<file path="src/rtl/soc_timer_if.sv">
// PicoRV32 native memory bus bundle between the CPU (master)
// and a memory-mapped responder (slave).
interface soc_timer_if;
    logic        mem_valid;
    logic [31:0] mem_addr;
    logic [31:0] mem_wdata;
    logic [3:0]  mem_wstrb;
    logic        mem_ready;
    logic [31:0] mem_rdata;

    modport master (
        output mem_valid, mem_addr, mem_wdata, mem_wstrb,
        input  mem_ready, mem_rdata
    );

    modport slave (
        input  mem_valid, mem_addr, mem_wdata, mem_wstrb,
        output mem_ready, mem_rdata
    );
endinterface

</file>
<file path="src/rtl/soc_timer.sv">
// Timer/compare peripheral on the PicoRV32 bus: prescaled counter,
// sticky compare match and level interrupt, one-cycle bus ack.
module soc_timer #(
    parameter logic [31:0] BASE_ADDR = 32'h0300_0000
) (
    input  logic        clk,
    input  logic        reset,
    soc_timer_if.slave  bus,
    output logic        irq
);
    localparam logic [2:0] A_CTRL  = 3'd0;
    localparam logic [2:0] A_COUNT = 3'd1;
    localparam logic [2:0] A_CMP   = 3'd2;
    localparam logic [2:0] A_STAT  = 3'd3;
    localparam logic [2:0] A_PRE   = 3'd4;

    logic [2:0]  r_ctrl;
    logic [31:0] r_count;
    logic [31:0] r_cmp;
    logic        r_match;
    logic [15:0] r_pre;
    logic [15:0] r_pre_cnt;
    logic        r_ready;
    logic [31:0] r_rdata;

    logic        w_hit;
    logic        w_acc;
    logic        w_wr;
    logic        w_tick;
    logic        w_eq;
    logic [2:0]  w_sel;
    logic [31:0] w_rd;
    logic [31:0] w_pre_m;
    logic        w_unused;

    function automatic logic [31:0] f_merge(
        input logic [31:0] i_old,
        input logic [31:0] i_new,
        input logic [3:0]  i_be
    );
        logic [31:0] v;
        for (int i = 0; i < 4; i++)
            v[8*i +: 8] = i_be[i] ? i_new[8*i +: 8] : i_old[8*i +: 8];
        return v;
    endfunction

    assign w_unused = ^bus.mem_addr[1:0];
    assign w_hit    = bus.mem_valid &&
                      (bus.mem_addr[31:5] == BASE_ADDR[31:5]);
    // Suppressing the ack cycle keeps mem_ready a single-cycle pulse.
    assign w_acc    = w_hit && !r_ready;
    assign w_wr     = w_acc && (bus.mem_wstrb != 4'b0000);
    assign w_sel    = bus.mem_addr[4:2];
    assign w_tick   = r_ctrl[0] && (r_pre_cnt == r_pre);
    assign w_eq     = (r_count == r_cmp);
    assign w_pre_m  = f_merge({16'h0, r_pre}, bus.mem_wdata,
                              bus.mem_wstrb);

    always_comb begin
        w_rd = 32'h0;
        unique case (w_sel)
            A_CTRL:  w_rd = {29'h0, r_ctrl};
            A_COUNT: w_rd = r_count;
            A_CMP:   w_rd = r_cmp;
            A_STAT:  w_rd = {31'h0, r_match};
            A_PRE:   w_rd = {16'h0, r_pre};
            default: w_rd = 32'h0;
        endcase
    end

    always_ff @(posedge clk) begin
        if (reset) begin
            r_ctrl    <= 3'h0;
            r_count   <= 32'h0;
            r_cmp     <= 32'h0;
            r_match   <= 1'b0;
            r_pre     <= 16'h0;
            r_pre_cnt <= 16'h0;
            r_ready   <= 1'b0;
            r_rdata   <= 32'h0;
        end else begin
            r_ready <= w_acc;
            r_rdata <= w_acc ? w_rd : 32'h0;

            if (w_wr && w_sel == A_CTRL && bus.mem_wstrb[0])
                r_ctrl <= bus.mem_wdata[2:0];

            if (w_wr && w_sel == A_CMP)
                r_cmp <= f_merge(r_cmp, bus.mem_wdata, bus.mem_wstrb);

            if (w_wr && w_sel == A_PRE) begin
                r_pre     <= w_pre_m[15:0];
                r_pre_cnt <= 16'h0;
            end else if (r_ctrl[0]) begin
                r_pre_cnt <= w_tick ? 16'h0 : r_pre_cnt + 16'd1;
            end

            // A software write to COUNT overrides that cycle's tick.
            if (w_wr && w_sel == A_COUNT)
                r_count <= f_merge(r_count, bus.mem_wdata, bus.mem_wstrb);
            else if (w_tick)
                r_count <= (w_eq && r_ctrl[1]) ? 32'h0 : r_count + 32'd1;

            if (w_tick && w_eq)
                r_match <= 1'b1;
            else if (w_wr && w_sel == A_STAT &&
                     bus.mem_wstrb[0] && bus.mem_wdata[0])
                r_match <= 1'b0;
        end
    end

    assign bus.mem_ready = r_ready;
    assign bus.mem_rdata = r_rdata;
    assign irq           = r_match & r_ctrl[2];
endmodule

</file>
<file path="src/flat_wrapper.sv">
// flat-port wrapper written by rule: the top's interface ports become plain ports
module soc_timer_flat 
#(
    parameter logic [31:0] BASE_ADDR = 32'h0300_0000
)
  (clk, reset, irq, bus_mem_valid, bus_mem_addr, bus_mem_wdata, bus_mem_wstrb, bus_mem_ready, bus_mem_rdata);
  soc_timer_if bus_i ();
  input  logic clk;
  input  logic reset;
  output logic irq;
  input wire logic [$bits(bus_i.mem_valid)-1:0] bus_mem_valid;
  input wire logic [$bits(bus_i.mem_addr)-1:0] bus_mem_addr;
  input wire logic [$bits(bus_i.mem_wdata)-1:0] bus_mem_wdata;
  input wire logic [$bits(bus_i.mem_wstrb)-1:0] bus_mem_wstrb;
  output wire logic [$bits(bus_i.mem_ready)-1:0] bus_mem_ready;
  output wire logic [$bits(bus_i.mem_rdata)-1:0] bus_mem_rdata;
  assign bus_i.mem_valid = bus_mem_valid;
  assign bus_i.mem_addr = bus_mem_addr;
  assign bus_i.mem_wdata = bus_mem_wdata;
  assign bus_i.mem_wstrb = bus_mem_wstrb;
  assign bus_mem_ready = bus_i.mem_ready;
  assign bus_mem_rdata = bus_i.mem_rdata;
  soc_timer #(.BASE_ADDR(BASE_ADDR)) u_core (.clk(clk), .reset(reset), .bus(bus_i), .irq(irq));
endmodule
</file>
<file path="config.mk">
export PLATFORM = sky130hd
export DESIGN_NAME = soc_timer_flat
export DESIGN_NICKNAME = d
export VERILOG_FILES = /design/src/rtl/soc_timer_if.sv /design/src/rtl/soc_timer.sv /design/src/flat_wrapper.sv
export SDC_FILE = /design/constraint.sdc
export NUM_CORES = 1
export LEC_CHECK = 0
export CAP_MARGIN = 30
export CORE_UTILIZATION = 29
export CTS_BUF_LIST = sky130_fd_sc_hd__clkbuf_4 sky130_fd_sc_hd__clkbuf_8
export DETAILED_ROUTE_END_ITERATION = 6
export PLACE_DENSITY = 0.5
export SETUP_SLACK_MARGIN = 0.3
export SKIP_CTS_REPAIR_TIMING = 1
export SLEW_MARGIN = 10
export SYNTH_ARGS = -nofsm -noshare
export SYNTH_HDL_FRONTEND = slang
export SYNTH_SLANG_ARGS = --single-unit
</file>
<file path="constraint.sdc">
create_clock -name clk -period 3.6 [get_ports clk]
set_input_delay 0.72 -clock clk [delete_from_list [all_inputs] [get_ports clk]]
set_output_delay 0.72 -clock clk [all_outputs]
set_load 0.01 [all_outputs]
</file>
==> summary.txt, run 1 <==
Area growth syn-to-layout: 27.56%
Rel. slew slack: 42.82%
Clk pwr share: 45.3%
Hold Path Class: flip-flop to flip-flop
Synth cell count leaders: nor2_1, dfxtp_1, a21oi_1
GRT Total Usage: 18.56%
Core area: 0.02264 mm²
Int Pwr: 2.285 mW
CP max-delay cell: o31ai_4
Initial antenna violation count: 0
DR pass1 iterations: 5
CP max FO: 17
Post-DP HPWL: 15.61 mm
Tightest Pin Transition: 857.7 ps
Cells after Synth: 797
Sequential power share: 49.0%
Slowest stage delay, CP: 800 ps
Root buffer cell: clkbuf_8
Critical Path Sink Type: flip-flop
Net Sw Power: 0.7149 mW
Setup TNS Final: 0 ps
Mapped Avg Cell Area: 8.397 µm²
Max-Cap Viols: 0
Hold Violations, Final: 0
Clock latency on the worst-skew pair: 470 ps
Pleak: 3.081 nW
Final net count: 974
First-pass GRT wire length: 33.65 mm
Die area: 0.02369 mm²
Yosys top cell area share: 39.78%
CTS max path bufs: 2
Total CTS buffers: 17
Drt via density: 5.105
Crit path kind: flip-flop to flip-flop
Seq/Total Area, Yosys: 39.78%
Yosys Warn Count: 0
Post-Syn Area: 0.006693 mm²
Initial Utilization: 29.56%
Die height: 153.9 µm
Fmax achieved: 0.3398 GHz
Dominant cells by area after synthesis: dfxtp_1, mux2i_1, nor2_1
Clock slew at reported path FFs: 80 ps
Final wirelength: 21.32 mm
Slew Viols, Final: 0
Post-route DRC: 0
Fillers: 2350
DP Cell Count: 1167
Switching portion of total power: 23.83%
Crit share post-route: 81.74%
Setup WS pre-CTS: 206.0 ps
Die X-Extent: 153.9 µm
Seq cells post-synth: 133
Dominant synthesized flop cell: dfxtp_1
Iter 0 DRT Violations: 390
Port bufs: 102
Worst-case clock skew: 17.54 ps
GR Overflow Total: 0
Power Density: 351.4 mW/mm²
Most common cell in the netlist: nor2_1
Routed Antenna Nets: 0
CTS tree: built
Area leader, netlist: dfxtp_1
Gate power share: 5.7%
Crit path time final: 2943 ps
Post-synth EDFFs: 0
Synth cell types: 61
Fraction of layout cells with a size suffix above 1: 8.972%
CTS H-Tree Depth: 4
Total number of vias: 6121
Final setup violating endpoints: 0
Top-level I/O count: 105
Critical Path Start Type: flip-flop
Final WS setup: 657.4 ps
Status: finished clean
WP data arrival: 3280 ps
RSZ-0062 raised after global routing: no
Syn_nets: 870
Maximum VDD drop: 182.8 µV
Number of placement rows: 55
Critical path, cell by cell: xor2_1, nor4_1, nand4_1, o31ai_4, buf_4, nor3_1, a21oi_1, o32ai_1
Required @ worst endpoint: 3940 ps
Share of synthesized flip-flops with an asynchronous set or reset: 0%
GP Congestion: 0.7965
Hold WS: 505.2 ps
Diodes inserted: 0
Largest net degree at the start of global routing: 36
CTS Sinks: 133
WL/cell: 17.78 µm
Vias in the first global route: 5933
Non-Filler Instances: 1199
==> cell families (layout without fill, tap and decap cells) <==
group	count (synthesis)	count (layout)	synth area share [%]
AO/OA/AOI/OAI	158	158	15.39
XOR/XNOR	62	62	8.114
adder cells (fa/ha/maj)	2	2	0.3738
buffers and inverters	66	183	4.075
flip-flops	133	133	39.78
multiplexers	55	55	8.226
AND/OR/NAND/NOR	321	321	24.04
==> power by group through the flow <==
stage               clock network [mW]  registers [mW]  logic [mW]
finish                            1.36            1.47       0.171
global route                      1.46            1.47       0.182
CTS                               1.40            1.47       0.172
detailed placement                   0            1.50       0.172
global placement                     0            1.50       0.173
floorplan                            0            1.50      0.0505
==> final timing paths <==
check	start	end	slack, ps	cells past startpoint
worst max register to register	u_core.r_count[25]	u_core.r_count[18]	660	8
worst min-delay path	u_core.r_match	u_core.r_match	510	2
worst max-delay path	u_core.r_count[25]	u_core.r_count[18]	660	8
worst min register to register	u_core.r_match	u_core.r_match	510	2
==> critical path: cells and delay by family, from the launching register on <==
kind                      cells  cell delay [ps]
AOI/OAI and AO/OA             3             1020
xor gates and xnor gates      1              120
buffers and inverters         1              310
DFF                           1              490
and+or+nand+nor               3              870
==> placed cells by master (no fill, tap or decap), types with 12 or more instances in the layout <==
cell type / instances
nand4_1: 12
a21oi_1: 58
o32ai_1: 12
nand3_1: 23
inv_1: 17
nor4_1: 19
clkbuf_8: 19
o21ai_0: 21
clkdlybuf4s50_1: 101
a22oi_1: 29
xor2_1: 47
buf_4: 32
nand2_1: 37
xnor2_1: 15
dfxtp_1: 133
nor2_1: 143
nor3_1: 24
and3_1: 12
mux2i_1: 55
==> metal layers <==
| metal | wire (µm) | global-route usage (%) |
|---|---|---|
| met3 | 1219 | 4.369 |
| met4 | 432 | 6.190 |
| met2 | 9614 | 29.29 |
| met5 | 0 | 0 |
| met1 | 10060 | 24.78 |
==> sequential cells by signal, summed over array words and instances (netlist names) <==
name,cells
u_core.bus.mem_ready,1
u_core.r_cmp,32
u_core.bus.mem_rdata,32
u_core.r_ctrl,3
u_core.r_pre,16
u_core.r_count,32
u_core.r_pre_cnt,16
u_core.r_match,1
==> area by class of cell <==
type	count	area [µm²]	area share, %
clock buffer	20	269.0	3.151
clock inverter	12	152.6	1.788
inverter	17	63.81	0.7475
multi-input combinational	598	3776	44.23
sequential	133	2663	31.19
timing repair buffer	134	1256	14.71
tap	285	356.6	4.177
==> through the flow <==
stage          utilization (%)  total power [mW]  area, µm²
6_report                 37.71             3.000       8537
5_1_grt                  37.71             3.116       8537
4_1_cts                  37.71             3.042       8537
3_5_place_dp             35.84             1.676       8115
3_3_place_gp             35.84             1.677       8115
2_1_floorplan                -             1.555       6693
(Power assumes the default switching activity.)
==> run 2: changes to the inputs <==
Settings changed: PLACE_DENSITY 0.5 to 0.52.
Clock period 3.6 ns to 2.5 ns, I/O delays scaled along.
==> run 2 against run 1 <==
Compared with the run above:
- hold slack got worse by 160 ps
- largest power group unchanged
- non-clock buffer count up 96
- register-to-register slack worse by 640 ps
- setup slack worse by 640 ps
- wire length is 9.2% higher
- combinational power is 68% higher
- final cell count rose by 8.2%
- largest cell class unchanged
- first-iteration DRC count is 7.9% lower
- core utilization is 6.8 points higher
==> summary.txt, run 2 (synthesized netlist as in run 1, its figures left out) <==
Post-route DRC: 0 (unchanged)
Hold Path Class: input port to flip-flop (was flip-flop to flip-flop)
CTS Sinks: 133 (unchanged)
Crit path time final: 2486 ps
First-pass GRT wire length: 35.23 mm (was 33.65 mm)
RSZ-0062 raised after global routing: yes (was no)
GP Congestion: 0.8504 (was 0.7965)
CTS max path bufs: 2 (unchanged)
DR pass1 iterations: 5 (unchanged)
Largest net degree at the start of global routing: 33 (was 36)
Port bufs: 102 (unchanged)
WP data arrival: 2830 ps (was 3280 ps)
Die height: 153.9 µm (unchanged)
CP max FO: 6 (was 17)
Hold Violations, Final: 0 (unchanged)
Pleak: 3.989 nW (was 3.081 nW)
GR Overflow Total: 0 (unchanged)
Fmax achieved: 0.4022 GHz
Critical Path Sink Type: flip-flop (unchanged)
Clock latency on the worst-skew pair: 470 ps (about the same)
Post-DP HPWL: 16.65 mm (was 15.61 mm)
Reg2reg path depth: 7 (was 8)
Routed Antenna Nets: 0 (unchanged)
Maximum VDD drop: 334.8 µV (was 182.8 µV)
GRT Total Usage: 19.25% (was 18.56%)
Iter 0 DRT Violations: 359 (was 390)
Reg-to-Reg End: u_core.r_count[9] (was u_core.r_count[18])
Clock slew at reported path FFs: 70 ps (was 80 ps)
Worst-case clock skew: 14.72 ps (was 17.54 ps)
Commonest cells after routing, fill and taps aside: nor2_1, dfxtp_1, buf_4 (was nor2_1, dfxtp_1, clkdlybuf4s50_1)
Total number of vias: 6599 (was 6121)
Non-Filler Instances: 1297 (was 1199)
CTS H-Tree Depth: 4 (unchanged)
Initial Utilization: 29.56% (unchanged)
Crit share post-route: 99.46%
Most common cell after layout, fill and taps aside: nor2_1 (unchanged)
Critical Path Start: bus_mem_wstrb[1] (was u_core.r_count[25])
Required @ worst endpoint: 2840 ps (was 3940 ps)
Footprint of the multi-input gates: 0.004320 mm² (was 0.003776 mm²)
Fillers: 2205 (was 2350)
DP Cell Count: 1249 (was 1167)
Reg-to-reg startpoint: u_core.r_pre[8] (was u_core.r_count[25])
Diodes inserted: 0 (unchanged)
Root buffer cell: clkbuf_8 (unchanged)
Final wirelength: 23.29 mm (was 21.32 mm)
Core area: 0.02264 mm² (unchanged)
Total CTS buffers: 17 (unchanged)
Area growth syn-to-layout: 50.72% (was 27.56%)
Die area: 0.02369 mm² (unchanged)
Power Density: 442.3 mW/mm² (was 351.4 mW/mm²)
Critical Path Start Type: input port (was flip-flop)
Flip-flop and latch area: 0.002685 mm² (was 0.002663 mm²)
Vias in the first global route: 6415 (was 5933)
Number of placement rows: 55 (unchanged)
Rel. slew slack: 64.15% (was 42.82%)
Drt via density: 5.088 (was 5.105)
Reg-to-reg setup timing slack: 20 ps (was 660 ps)
Status: finished clean (unchanged)
Final setup violating endpoints: 0 (unchanged)
Fraction of layout cells with a size suffix above 1: 26.68% (was 8.972%)
CTS tree: built (unchanged)
Final Cell Area: 0.01009 mm² (was 0.008537 mm²)
Final net count: 1072 (was 974)
WL/cell: 17.96 µm (was 17.78 µm)
Placed inst area: 0.008916 mm² (was 0.008115 mm²)
Top-level I/O count: 105 (unchanged)
Crit path kind: input port to flip-flop (was flip-flop to flip-flop)
CP Capture Point: u_core.r_count[10] (was u_core.r_count[18])
Tightest Pin Transition: 537.8 ps (was 857.7 ps)
Hold WS: 345.4 ps (was 505.2 ps)
Die X-Extent: 153.9 µm (unchanged)
Max-Cap Viols: 0 (unchanged)
Slew Viols, Final: 0 (unchanged)
Initial antenna violation count: 0 (unchanged)
run 2: cell types whose count changed in the layout (fill, tap and decap cells not counted), sizes merged, moves of 2 or more:
cell / before / now
buf: 33 / 129
clkdlybuf4s50: 101 / 81
clkinvlp: 4 / 1
clkinv: 4 / 7
dlymetal6s2s: 0 / 20
or4: 5 / 7
run 2: metal layers:
metal  track usage [%]  wire length (µm)  vias to the layer above
met5                 0                 0                        -
met4             5.524               387                        0
met3             3.918              1249                       26
met2             30.39             10550                      212
met1             26.38             11100                     3125
li1                  -                 -                     3236
run 2: critical path, stage by stage:
cell and delay [ps]:
clkdlybuf4s50_1 430, or4_4 560, and4_4 230, or4_4 650, a22o_1 280, a21oi_2 130, nor3_2 40
run 2: final cells by class:
cell class              count  share of cell area [%]
clock buffers              20                   2.667
multi-input cells         600                   42.83
well taps                 285                   3.535
repair buffers            230                   21.95
clock inverters            12                   1.761
flip-flops and latches    133                   26.62
inverters                  17                  0.6326
run 2: power breakdown:
part | internal, mW | switching (mW)
Clock | 1.15 | 0.910
Sequential | 2.11 | 0.000000000751
Combinational | 0.145 | 0.142
run 2: worst min path at each step:
stage | start | endpoint | slack, ps | depth (start not counted)
after floorplan | u_core.r_match | u_core.r_match | 460 | 2
after global placement | u_core.r_match | u_core.r_match | 490 | 2
after detailed placement | u_core.r_match | u_core.r_match | 510 | 2
after CTS | reset | u_core.r_cmp[1] | 340 | 2
after global routing | reset | u_core.r_pre[1] | 350 | 2
final | reset | u_core.r_ctrl[0] | 350 | 2
run 2: stage by stage:
step	worst slack (ps)	setup TNS [ps]	utilization, %	power, mW
final	13.50	0	44.55	4.462
after global routing	-92.29	-194.6	44.55	4.626
after CTS	-116.0	-1906	41.35	4.488
after detailed placement	-475.2	-30900	39.38	2.429
after global placement	-454.5	-32130	39.38	2.431
after floorplan	35.52	0	-	2.242
